### src/rtl/alu_pkg.sv
// Shared ALU encodings and defaults for the ALU arbitration slice.
// Revision 1.0
`default_nettype none

package alu_pkg;

  localparam int DEFAULT_WIDTH = 32;
  localparam int CTRL_WIDTH    = 2;

  localparam logic [1:0] ALU_ADD = 2'b00;
  localparam logic [1:0] ALU_SUB = 2'b01;
  localparam logic [1:0] ALU_AND = 2'b10;
  localparam logic [1:0] ALU_ORR = 2'b11;

  localparam int FLAG_N = 3;
  localparam int FLAG_Z = 2;
  localparam int FLAG_C = 1;
  localparam int FLAG_V = 0;

  typedef enum logic {
    REQ_ID0 = 1'b0,
    REQ_ID1 = 1'b1
  } req_id_e;

endpackage

`default_nettype wire

### src/rtl/alu_arbiter_rr_arb2.sv
// rr_arb2: two-way round-robin arbiter; pointer names the favoured requester on conflict.
// Revision 1.0
`default_nettype none

module rr_arb2 (
  input  logic       clk,
  input  logic       reset,
  input  logic [1:0] req,
  input  logic       enable,
  output logic [1:0] gnt
);

  logic r_ptr;

  always_comb begin
    gnt = 2'b00;
    if (enable) begin
      if (req == 2'b11) gnt = r_ptr ? 2'b10 : 2'b01;
      else              gnt = req;
    end
  end

  // After a grant the other requester becomes favoured, so steady contenders alternate.
  always_ff @(posedge clk) begin
    if (reset)         r_ptr <= 1'b0;
    else if (|gnt)     r_ptr <= ~gnt[1];
  end

endmodule

`default_nettype wire

### src/rtl/alu_arbiter.sv
// alu_arbiter: shares one combinational ALU between two requesters, registers tagged responses and NZCV.
// Revision 1.0
`default_nettype none

module alu_arbiter
  import alu_pkg::*;
#(
  parameter int WIDTH  = DEFAULT_WIDTH,
  parameter int CTRL_W = CTRL_WIDTH
) (
  input  logic              clk,
  input  logic              reset,
  input  logic              req0_valid,
  output logic              req0_ready,
  input  logic [WIDTH-1:0]  req0_a,
  input  logic [WIDTH-1:0]  req0_b,
  input  logic [CTRL_W-1:0] req0_ctrl,
  input  logic              req0_flagw,
  input  logic              req1_valid,
  output logic              req1_ready,
  input  logic [WIDTH-1:0]  req1_a,
  input  logic [WIDTH-1:0]  req1_b,
  input  logic [CTRL_W-1:0] req1_ctrl,
  input  logic              req1_flagw,
  output logic [WIDTH-1:0]  alu_srca,
  output logic [WIDTH-1:0]  alu_srcb,
  output logic [CTRL_W-1:0] alu_ctrl,
  input  logic [WIDTH-1:0]  alu_result,
  input  logic [3:0]        alu_flag,
  output logic              rsp_valid,
  input  logic              rsp_ready,
  output logic              rsp_id,
  output logic [WIDTH-1:0]  rsp_result,
  output logic [3:0]        rsp_flag,
  output logic [3:0]        flags_q
);

  logic       w_can_issue;
  logic [1:0] w_gnt;
  logic       w_accept;
  req_id_e    w_gnt_id;
  logic       w_gnt_flagw;

  assign w_can_issue = !rsp_valid || rsp_ready;

  rr_arb2 u_arb (
    .clk    (clk),
    .reset  (reset),
    .req    ({req1_valid, req0_valid}),
    .enable (w_can_issue && !reset),
    .gnt    (w_gnt)
  );

  assign req0_ready = w_gnt[0];
  assign req1_ready = w_gnt[1];
  assign w_accept   = |w_gnt;
  assign w_gnt_id   = w_gnt[1] ? REQ_ID1 : REQ_ID0;

  // Idle ALU inputs are parked at zero to keep the shared datapath quiet.
  always_comb begin
    alu_srca    = '0;
    alu_srcb    = '0;
    alu_ctrl    = '0;
    w_gnt_flagw = 1'b0;
    if (w_gnt[0]) begin
      alu_srca    = req0_a;
      alu_srcb    = req0_b;
      alu_ctrl    = req0_ctrl;
      w_gnt_flagw = req0_flagw;
    end else if (w_gnt[1]) begin
      alu_srca    = req1_a;
      alu_srcb    = req1_b;
      alu_ctrl    = req1_ctrl;
      w_gnt_flagw = req1_flagw;
    end
  end

  always_ff @(posedge clk) begin
    if (reset) begin
      rsp_valid  <= 1'b0;
      rsp_id     <= 1'b0;
      rsp_result <= '0;
      rsp_flag   <= '0;
      flags_q    <= '0;
    end else if (w_accept) begin
      rsp_valid  <= 1'b1;
      rsp_id     <= w_gnt_id;
      rsp_result <= alu_result;
      rsp_flag   <= alu_flag;
      if (w_gnt_flagw) flags_q <= alu_flag;
    end else if (rsp_ready) begin
      rsp_valid  <= 1'b0;
    end
  end

endmodule

`default_nettype wire
### config.mk
export PLATFORM = sky130hd
export DESIGN_NAME = alu_arbiter
export DESIGN_NICKNAME = d
export VERILOG_FILES = /design/src/rtl/alu_pkg.sv /design/src/rtl/alu_arbiter_rr_arb2.sv /design/src/rtl/alu_arbiter.sv
export SDC_FILE = /design/constraint.sdc
export NUM_CORES = 1
export LEC_CHECK = 0
export ABC_AREA = 1
export BUFFER_PORTS_ARGS = -buffer_cell sky130_fd_sc_hd__buf_2
export CAP_MARGIN = 10
export CORE_AREA = 2 2 112 114
export CTS_CLUSTER_DIAMETER = 60
export CTS_CLUSTER_SIZE = 16
export DETAILED_ROUTE_END_ITERATION = 6
export DIE_AREA = 0 0 114 116
export PLACE_DENSITY = 0.54
export SETUP_SLACK_MARGIN = 0.15
export SYNTH_ARGS = -nofsm -noshare
export SYNTH_HDL_FRONTEND = slang
export SYNTH_HIERARCHICAL = 1
export SYNTH_SLANG_ARGS = --single-unit
export TNS_END_PERCENT = 50
### constraint.sdc
create_clock -name clk -period 1.8 [get_ports clk]
set_input_delay 0.27 -clock clk [delete_from_list [all_inputs] [get_ports clk]]
set_output_delay 0.27 -clock clk [all_outputs]
set_load 0.05 [all_outputs]
### After elaboration in Yosys (flattened, before gate mapping)

Cells that the tools add are included.

| word-level totals | value |
|---|---|
| flip-flop bits (word level) | 43 |
| bits of input ports | 175 |
| output and inout port bits | 110 |
| logic and storage cells | 29 |

| cells by class | value |
|---|---|
| equal/unequal tests | 1 |
| muxes and demuxes | 14 |
| bitwise logic cells | 1 |
| reductions and logical operators | 7 |

Operator list:

| operator | number |
|---|---|
| 2-to-1 mux 32 bit | 4 |
| 2-to-1 mux 2 bit | 5 |
| 2-to-1 mux 1 bit | 5 |
| equality test 2 bit, second input constant | 1 |
| logical NOT 1 bit | 2 |
| AND reduction 2 bit | 1 |
| nonzero test 2 bit | 1 |
| OR reduction 2 bit | 1 |
| logical AND 1 bit | 1 |
| logical OR 1 bit | 1 |
| NOT 1 bit | 1 |

### Logic depth before layout (Yosys ltp)

Gate-level depths: netlist of run 1.

| depth | value |
|---|---|
| depth after elaboration | 7 |
| mapped depth | 11 |
| depth with buffers taken out | 9 |

### Hierarchy

The synthesis of run 1 kept the hierarchy.

By module, submodules not included:

| module | times used | cells each | area an instance (µm²) | seq. area each (µm²) |
|---|---|---|---|---|
| alu_arbiter | 1 | 414 | 2507.4 | 840.8 |
| rr_arb2 | 1 | 10 | 60.1 | 20.0 |

### Worst setup path after synthesis of run 1

Ideal clock, no wire load.

| path | value |
|---|---|
| path kind | register to output |
| from | reg rsp_valid |
| to | out alu_srca[0] |
| data arrival time | 2655 ps |
| required time | 1530 ps |
| slack | -1125 ps |
| cell stages (with the launch flop) | 9 |
| buffers on the path | 3 |
| path through | dfxtp_1 -> a21oi_1 -> nand2_1 -> a21oi_1 -> buf_4 -> buf_2 -> buf_2 -> nand2_1 -> nand2_1 |

| on the way | value |
|---|---|
| elaborated cells between the ends (all ways) | 6 |
| those cells by class | mux: 3; reduce/logical: 3 |

RTL lines:

| element | line | source |
|---|---|---|
| from (decl) | alu_arbiter.sv:30 | `output logic rsp_valid,` |
| from (signal assigned) | alu_arbiter.sv:80 | `rsp_valid <= 1'b0;` |
| from (signal assigned) | alu_arbiter.sv:86 | `rsp_valid <= 1'b1;` |
| from (signal assigned) | alu_arbiter.sv:92 | `rsp_valid <= 1'b0;` |
| logical NOT 1 bit | alu_arbiter.sv:44 | `assign w_can_issue = !rsp_valid \|\| rsp_ready;` |
| logical OR 1 bit | alu_arbiter.sv:44 |  |
| logical AND 1 bit | alu_arbiter.sv:50 | `.enable (w_can_issue && !reset),` |
| 2-to-1 mux 2 bit | alu_arbiter_rr_arb2.sv:17 | `if (enable) begin` |
| via req0_ready | alu_arbiter.sv:14 | `output logic req0_ready,` |
| 2-to-1 mux 32 bit | alu_arbiter.sv:65 | `if (w_gnt[0]) begin` |
| to (decl) | alu_arbiter.sv:25 | `output logic [WIDTH-1:0] alu_srca,` |

The timed path passes the listed nets, and every way through them passes these cells.

### Worst setup path after layout of run 1

| path | value |
|---|---|
| from | reg rsp_valid |
| to | out alu_srca[3] |

| on the way | value |
|---|---|
| word-level cells in the longest chain between the ends | 6 |

RTL lines:

| element | line | source |
|---|---|---|
| logical NOT 1 bit * | alu_arbiter.sv:44 |  |
| logical OR 1 bit * | alu_arbiter.sv:44 |  |
| logical AND 1 bit * | alu_arbiter.sv:50 |  |
| 2-to-1 mux 2 bit * | alu_arbiter_rr_arb2.sv:17 |  |
| 2-to-1 mux 32 bit | alu_arbiter.sv:70 | `end else if (w_gnt[1]) begin` |
| 2-to-1 mux 32 bit * | alu_arbiter.sv:65 |  |

Mark *: on every way between the ends. The rest lies on a longest branch, timed or not.

==> results of run 1 <==
-- through the flow --
stage	TNS, ns	total power, mW
floorplan	-10.24	2.31
global placement	-13.87	2.72
detailed placement	-16.40	2.74
CTS	-22.75	4.04
global route	-19.55	4.61
finish	-15.09	4.43
-- power by group through the flow --
stage	sequential [mW]	combinational, mW	clock [mW]
after floorplan	1.41	0.897	0
after global placement	1.11	1.61	0
after detailed placement	1.11	1.63	0
after CTS	1.09	1.86	1.09
after global routing	1.11	2.36	1.13
final	1.10	2.25	1.08
-- cell usage after synthesis, drive strengths merged --
cell type | count | area, um^2
a21oi | 9 | 48.8
nand2 | 142 | 533
dfxtp | 43 | 861
clkbuf | 11 | 41.3
nor2 | 79 | 329
buf | 23 | 171
inv | 10 | 42.5
nand3 | 71 | 360
o21ai | 36 | 180
-- path summary, 6_finish.rpt --
check / cells past startpoint / endpoint / slack [ns] / startpoint
min: 3 / rsp_result[2]$_SDFFE_PP0P_ / 0.22 / alu_result[2]
min reg2reg: 2 / rsp_result[4]$_SDFFE_PP0P_ / 0.48 / rsp_result[4]$_SDFFE_PP0P_
max: 9 / alu_srca[3] / -0.26 / rsp_valid$_SDFFE_PP0P_
max reg2reg: 10 / rsp_flag[3]$_SDFFE_PP0P_ / 0.10 / rsp_valid$_SDFFE_PP0P_
-- layer usage --
metal / routed length, um / vias up / part of all wire, %
met5: 0 / - / 0
met4: 229 / 0 / 1.6
met3: 998 / 14 / 6.9
met2: 7730 / 168 / 53
met1: 5590 / 1874 / 38
li1: - / 1975 / -
-- state kept, by name (all words and copies together), names as in the netlist --
name,flops
flags_q,4
u_arb/r_ptr,1
rsp_result,32
rsp_id,1
rsp_valid,1
rsp_flag,4
-- what timing repair did --
| action | in CTS | in global routing |
|---|---|---|
| resized for setup | 156 | 213 |
| endpoints found under the setup margin | 108 | 109 |
| pin swaps | 3 | 8 |
| buffers inserted | 6 | 13 |
| cloned | 4 | 13 |
-- worst max-delay path, delay by kind of cell, from the launching register on --
kind	cells	cell delay (ns)
AOI/OAI and AO/OA	2	0.32
buffers and inverters	4	0.58
DFF	1	0.35
and+or+nand+nor	3	0.25
-- layout make-up --
cell class	instances	area (um^2)	share of cell area [%]
Inverter	10	55.1	0.825
Antenna cell	2	5.00	0.0750
Clock inverter	2	38.8	0.581
Timing Repair Buffer	329	2840	42.6
Timing Repair inverter	3	61.3	0.919
Sequential cell	43	865	13.0
Tap cell	147	184	2.76
Clock buffer	6	139	2.08
Multi-Input combinational cell	338	2480	37.2
-- cells by family (layout without fill, tap and decap cells) --
family	after synthesis	in the layout	synth area share, %
compound gates	45	45	8.92
buf+inv	44	350	9.94
flops	43	43	33.5
other cells	0	2	0
simple gates	292	293	47.6
==> impl_results.rst, run 1 <==
.. list-table::
   :header-rows: 1

   * - Metric
     - Value
   * - Failing checks
     - setup timing
   * - Die Height
     - 116 um
   * - Core outline area
     - 0.0119 mm^2
   * - Inserted Clock Buffers
     - 5
   * - Yosys warning total
     - 6
   * - Status
     - finished with violations
   * - Detailed Routing Iterations Pass 1
     - 4
   * - Routed vias
     - 4031
   * - Final Wtd Congestion
     - 0.783
   * - Drt drc
     - 0
   * - List of cells traversed by the critical path
     - a21oi_4, nand2_2, a21oi_4, buf_6, buf_6, clkbuf_16, nand2_1, nand2_4, buf_8
   * - Combinational share of power
     - 50.8%
   * - Leakage
     - 3.21 nW
   * - GR Layer Usage met2
     - 29.6%
   * - Maximum operating frequency
     - 485 MHz
   * - PD cells
     - 664 mW/mm^2
   * - Summed instance area of the synthesized netlist
     - 0.00257 mm^2
   * - DPL Wire Length
     - 9.09 mm
   * - Number of instances in the synthesized netlist
     - 424
   * - Largest stage delay on the critical path
     - 0.35 ns
   * - Worst Setup Start Kind
     - register
   * - Critical path peak fanout
     - 12
   * - Type of element capturing the critical path
     - output port
   * - Internal portion of total power
     - 2.62 mW
   * - CTS Hold Buffers Added
     - 0
   * - Final design utilization
     - 56.0%
   * - Met1 track demand over resource
     - 18.6%
   * - Worst slew margin
     - 70.8%
   * - Commonest non-fill, non-tap cell in the layout
     - sky130_fd_sc_hd__buf_2
   * - Post-DRT Antenna Nets
     - 0
   * - Final min period
     - 2.06 ns
   * - Clock skew
     - 0.00580 ns
   * - Count of endpoints failing setup in the final report
     - 68
   * - Clock tree from TritonCTS
     - yes
   * - Total detailed-routing wirelength
     - 14.6 mm
   * - Worst Path Arrival
     - 1.79 ns
   * - Type of the setup path with the least slack
     - register to output port
   * - Final #Nets
     - 905
   * - Routed via count divided by cell count
     - 4.58
   * - Source-to-sink clock delay at the later pin of the worst-skew pair
     - 0.28 ns
   * - Net Sw Power
     - 1.81 mW
   * - Iter 0 DRT Violations
     - 199
   * - Number of cell rows
     - 40
   * - Worst slew pin tran
     - 0.438 ns
   * - Met3 track demand over resource in global routing
     - 4.92%
   * - Remaining Overflow, GRT
     - 0
   * - IR drop worst, VDD
     - 0.548 mV
   * - Final instance area
     - 0.00667 mm^2
   * - Layout Area Growth over Synthesis
     - 160%
   * - Clock Pin Slew Worst Setup and Hold Paths
     - 0.06 ns
   * - Clock Power Share
     - 24.3%
   * - Post-synthesis register bit count
     - 43
   * - Largest net degree at the start of global routing
     - 45
   * - Deepest level of the CTS H-tree
     - 2
   * - Commonest cells after routing, fill and taps aside
     - sky130_fd_sc_hd__buf_2, sky130_fd_sc_hd__buf_8, sky130_fd_sc_hd__nor2_1
   * - RSZ-0062 raised after global routing
     - true
   * - Starting density of the core
     - 21.6%
   * - Clock sinks
     - 43
   * - Max-cap violations
     - 0
   * - Crit share post-route
     - 114%
   * - Share of layout cells above drive strength 1
     - 73.7%
   * - Num ports
     - 285
   * - Slack of the critical path
     - -0.261 ns
   * - Reg power frac
     - 24.9%
   * - Library cells used by synthesis
     - 17
   * - Switching portion of total power
     - 40.9%
   * - Mean area per synthesized cell
     - 6.06 um^2
   * - Sequential-to-total area share from yosys stat
     - 33.5%
   * - Die width
     - 114 um
   * - Final routed wire length divided by cell count
     - 16.5 um
   * - Placed cell count
     - 835
   * - Final count of pins violating max slew
     - 0
   * - Most used routing layer in global routing
     - met2
   * - CP max stage cell
     - sky130_fd_sc_hd__dfxtp_4
   * - Count of endpoints failing hold in the final timing report
     - 0
   * - Path category of the worst min-delay check
     - primary input to register
   * - Cell chosen for the clock root
     - sky130_fd_sc_hd__clkbuf_16
   * - Via count of the first global-routing pass
     - 3561
   * - Setup slack at placement
     - -0.343 ns
   * - Die area
     - 0.0132 mm^2
   * - Hold Worst Slack
     - 0.218 ns
   * - Number of buffer cells added on primary ports
     - 284
   * - Filler-free cell count of the finished design
     - 880
   * - Required time reported for the critical path endpoint
     - 1.53 ns
   * - Wire length of the first global-routing pass
     - 17.4 mm
   * - Number of filler instances in the final layout
     - 1051
   * - Synthesized Nets
     - 599
   * - Cell Area, Placed
     - 0.00472 mm^2
   * - Overall Global Routing Usage
     - 16.2%
   * - Deepest clock path buffer count
     - 2
   * - Number of antenna violations at the first check in global routing
     - 2
(Power assumes the default switching activity.)
==> inputs of run 2 (changes only) <==
- CORE_AREA: 2 2 112 114 -> 2 2 111 113
- DIE_AREA: 0 0 114 116 -> 0 0 113 115
- PLACE_DENSITY: 0.54 -> 0.53
- SKIP_CTS_REPAIR_TIMING: unset -> 1
- SYNTH_HIERARCHICAL: 1 -> unset
==> run 2 against run 1 <==
Worst setup slack better by 0.22 ns. Via count is 5.7% lower. Sequential share of layout area is 3.3 points higher. The run ends with DRC, setup timing left.
==> impl_results.rst, run 2 <==
.. list-table::
   :header-rows: 1

   * - Metric
     - Value
   * - Commonest cells after routing, fill and taps aside
     - sky130_fd_sc_hd__buf_2, sky130_fd_sc_hd__nand2_1, sky130_fd_sc_hd__nor2_1
   * - Count of endpoints failing hold in the final timing report
     - 0 (unchanged)
   * - Final instance area
     - 0.00531 mm^2 (-20%)
   * - RSZ-0062 raised after global routing
     - true
   * - Worst slew margin
     - 58.7% (-12 points)
   * - Failing checks
     - DRC, setup timing
   * - Total detailed-routing wirelength
     - 13.3 mm (-8.8%)
   * - Hold Worst Slack
     - 0.226 ns (+0.00785 ns)
   * - Total power
     - 3.71 mW (-16%)
   * - Clock Pin Slew Worst Setup and Hold Paths
     - 0.06 ns (about the same)
   * - Library cells used by synthesis
     - 16 (-1)
   * - Final Wtd Congestion
     - 0.751 (-4.1%)
   * - Final min period
     - 1.84 ns (-0.217 ns)
   * - Type of element capturing the critical path
     - output port
   * - Cell chosen for the clock root
     - sky130_fd_sc_hd__clkbuf_16
   * - Post-DRT Antenna Nets
     - 0 (unchanged)
   * - Library cell occupying the most area in the post-synthesis netlist
     - sky130_fd_sc_hd__dfxtp_1
   * - Registers with the most flip-flops
     - rsp_result: 32 flops, flags_q: 4 flops, rsp_flag: 4 flops
   * - Die Height
     - 115 um (-0.86%)
   * - Overall Global Routing Usage
     - 14.3% (-2.0 points)
   * - Worst Setup Start Kind
     - register
   * - Drt drc
     - 18 (+18)
   * - Post-synth top cells
     - sky130_fd_sc_hd__nand2_1, sky130_fd_sc_hd__nor2_1, sky130_fd_sc_hd__dfxtp_1
   * - Dominant cell by count in the synthesized netlist
     - sky130_fd_sc_hd__nand2_1
   * - Worst slew pin tran
     - 0.619 ns (+0.180 ns)
   * - Most used DFF post-synth
     - sky130_fd_sc_hd__dfxtp_1
   * - Mean area per synthesized cell
     - 5.86 um^2 (-3.2%)
   * - Routed via count divided by cell count
     - 4.44 (-3.2%)
   * - Worst Path Arrival
     - 1.57 ns (-0.22 ns)
   * - Path category of the worst min-delay check
     - primary input to register
   * - Clock skew
     - 0.00428 ns (-0.00152 ns)
   * - Via count of the first global-routing pass
     - 3188 (-10%)
   * - Crit share post-route
     - 102% (-12 points)
   * - Maximum operating frequency
     - 542 MHz (+12%)
   * - PD cells
     - 700 mW/mm^2 (+5.4%)
   * - Status
     - finished with violations
   * - Layout Area Growth over Synthesis
     - 118%
   * - Wire length of the first global-routing pass
     - 15.2 mm (-12%)
   * - FFs w/ async S/R, synth
     - 0% (unchanged)
   * - Largest net degree at the start of global routing
     - 56 (+24%)
   * - Inserted Clock Buffers
     - 5 (unchanged)
   * - Source-to-sink clock delay at the later pin of the worst-skew pair
     - 0.28 ns (about the same)
   * - Iter 0 DRT Violations
     - 189 (-5.0%)
   * - Number of antenna violations at the first check in global routing
     - 1 (-1)
   * - Core outline area
     - 0.0118 mm^2 (-0.84%)
   * - Num ports
     - 285 (unchanged)
   * - Required time reported for the critical path endpoint
     - 1.53 ns (about the same)
   * - Number of buffer cells added on primary ports
     - 284 (unchanged)
   * - Cell Area, Placed
     - 0.00410 mm^2 (-13%)
   * - Type of the setup path with the least slack
     - register to output port
   * - List of cells traversed by the critical path
     - inv_2, a21oi_4, nand2_4, clkinv_8, clkbuf_16, nand2_1, nand2_2, buf_8
   * - Yosys warning total
     - 0 (-6)
   * - CP max stage cell
     - sky130_fd_sc_hd__dfxtp_2
   * - Number of synthesized flops with an enable pin
     - 0 (unchanged)
   * - Summed instance area of the synthesized netlist
     - 0.00244 mm^2 (-5.0%)
   * - Number of flip-flops under the largest register name
     - 32 (unchanged)
   * - Post-synthesis register bit count
     - 43 (unchanged)
   * - Remaining Overflow, GRT
     - 0 (unchanged)
   * - Final #Nets
     - 884 (-2.3%)
   * - Critical path peak fanout
     - 7 (-5)
   * - Count of endpoints failing setup in the final report
     - 52 (-24%)
   * - Number of cell rows
     - 40 (unchanged)
   * - Leakage
     - 2.88 nW (-10%)
   * - Starting density of the core
     - 20.6% (-0.91 points)
   * - DPL Wire Length
     - 8.52 mm (-6.4%)
   * - Clock tree from TritonCTS
     - yes
   * - Max-cap violations
     - 0 (unchanged)
   * - Final count of pins violating max slew
     - 0 (unchanged)
   * - Sequential-to-total area share from yosys stat
     - 35.3% (+1.8 points)
   * - Deepest clock path buffer count
     - 2 (unchanged)
   * - Largest stage delay on the critical path
     - 0.36 ns (about the same)
   * - Area share of the leading cell type in the synthesized netlist
     - 35.3% (+1.8 points)
   * - IR drop worst, VDD
     - 0.388 mV (-29%)
   * - Final routed wire length divided by cell count
     - 15.5 um (-6.4%)
   * - Setup slack at placement
     - 0.0498 ns (+0.393 ns)
   * - Commonest non-fill, non-tap cell in the layout
     - sky130_fd_sc_hd__buf_2
   * - Top register by number of flip-flops
     - rsp_result
   * - Synthesized Nets
     - 591 (-1.3%)
   * - Deepest level of the CTS H-tree
     - 2 (unchanged)
   * - Number of cells on the worst reg-to-reg path
     - 6 (-4)
   * - Detailed Routing Iterations Pass 1
     - 7 (+3)
   * - Die area
     - 0.0130 mm^2 (-1.7%)
   * - Clock sinks
     - 43 (unchanged)
   * - Slack of the critical path
     - -0.0439 ns (+0.217 ns)
   * - Number of antenna diodes
     - 0 (-2)
   * - Number of cells on the worst hold path
     - 3 (unchanged)
   * - Number of instances in the synthesized netlist
     - 416 (-1.9%)
   * - Share of layout cells above drive strength 1
     - 57.9% (-16 points)
   * - Leading cell types by total area after synthesis
     - sky130_fd_sc_hd__dfxtp_1, sky130_fd_sc_hd__nand2_1, sky130_fd_sc_hd__nor2_1
   * - Routed vias
     - 3801 (-5.7%)
   * - Die width
     - 113 um (-0.88%)
-- run 2: final cells by class --
| type | count | area, um^2 |
|---|---|---|
| Clock buffer | 6 | 129 |
| Clock inverter | 2 | 12.5 |
| Fill cell | 1191 | 6500 |
| Inverter | 12 | 70.1 |
| Multi-Input combinational cell | 336 | 1610 |
| Sequential cell | 43 | 863 |
| Tap cell | 147 | 184 |
| Timing Repair Buffer | 309 | 2420 |
| Timing Repair inverter | 2 | 20.0 |
-- run 2: worst max-delay path, delay by kind of cell (launching register included) --
kind	cells	cell delay (ns)
AO/OA/AOI/OAI	1	0.18
AND/OR/NAND/NOR	3	0.28
buffers and inverters	4	0.46
flip-flops	1	0.36
-- run 2: logic make-up after synthesis --
group / synth area share [%]
AOI/OAI and AO/OA: 10.6
buffers and inverters: 9.34
DFF: 35.3
and+or+nand+nor: 44.8
-- run 2: path summary, 6_finish.rpt --
kind              slack (ns)                startpoint                     endpoint
hold reg to reg         0.48       rsp_id$_SDFFE_PP0P_          rsp_id$_SDFFE_PP0P_
setup / recovery       -0.04  u_arb.r_ptr$_SDFFE_PP0P_                 alu_srca[29]
setup reg to reg        0.32    rsp_valid$_SDFFE_PP0P_      flags_q[2]$_SDFFE_PP0P_
hold / removal          0.23            alu_result[23]  rsp_result[23]$_SDFFE_PP0P_
-- run 2: routing by layer --
| layer | vias to the layer above | share of wire (%) | global-route usage, % |
|---|---|---|---|
| met5 | - | 0.098 | 0 |
| met4 | 2 | 1.9 | 2.76 |
| met3 | 23 | 8.0 | 4.01 |
| met2 | 183 | 50 | 24.7 |
| met1 | 1729 | 40 | 17.9 |
| li1 | 1864 | - | - |
-- run 2: where the power goes --
part	internal [mW]	total [mW]	switching, mW	leakage, nW
Clock	0.512	0.878	0.365	0.0669
Sequential	1.03	1.07	0.0395	0.357
Combinational	0.646	1.77	1.12	2.46
-- run 2: stage by stage --
step | instances | setup TNS (ns) | util [%]
floorplan | 416 | 0 | -
global placement | 831 | 0 | 34.7
detailed placement | 831 | 0 | 34.7
CTS | 839 | -11.64 | 35.9
global route | 857 | -5.01 | 44.9
finish | 857 | -0.929 | 44.9
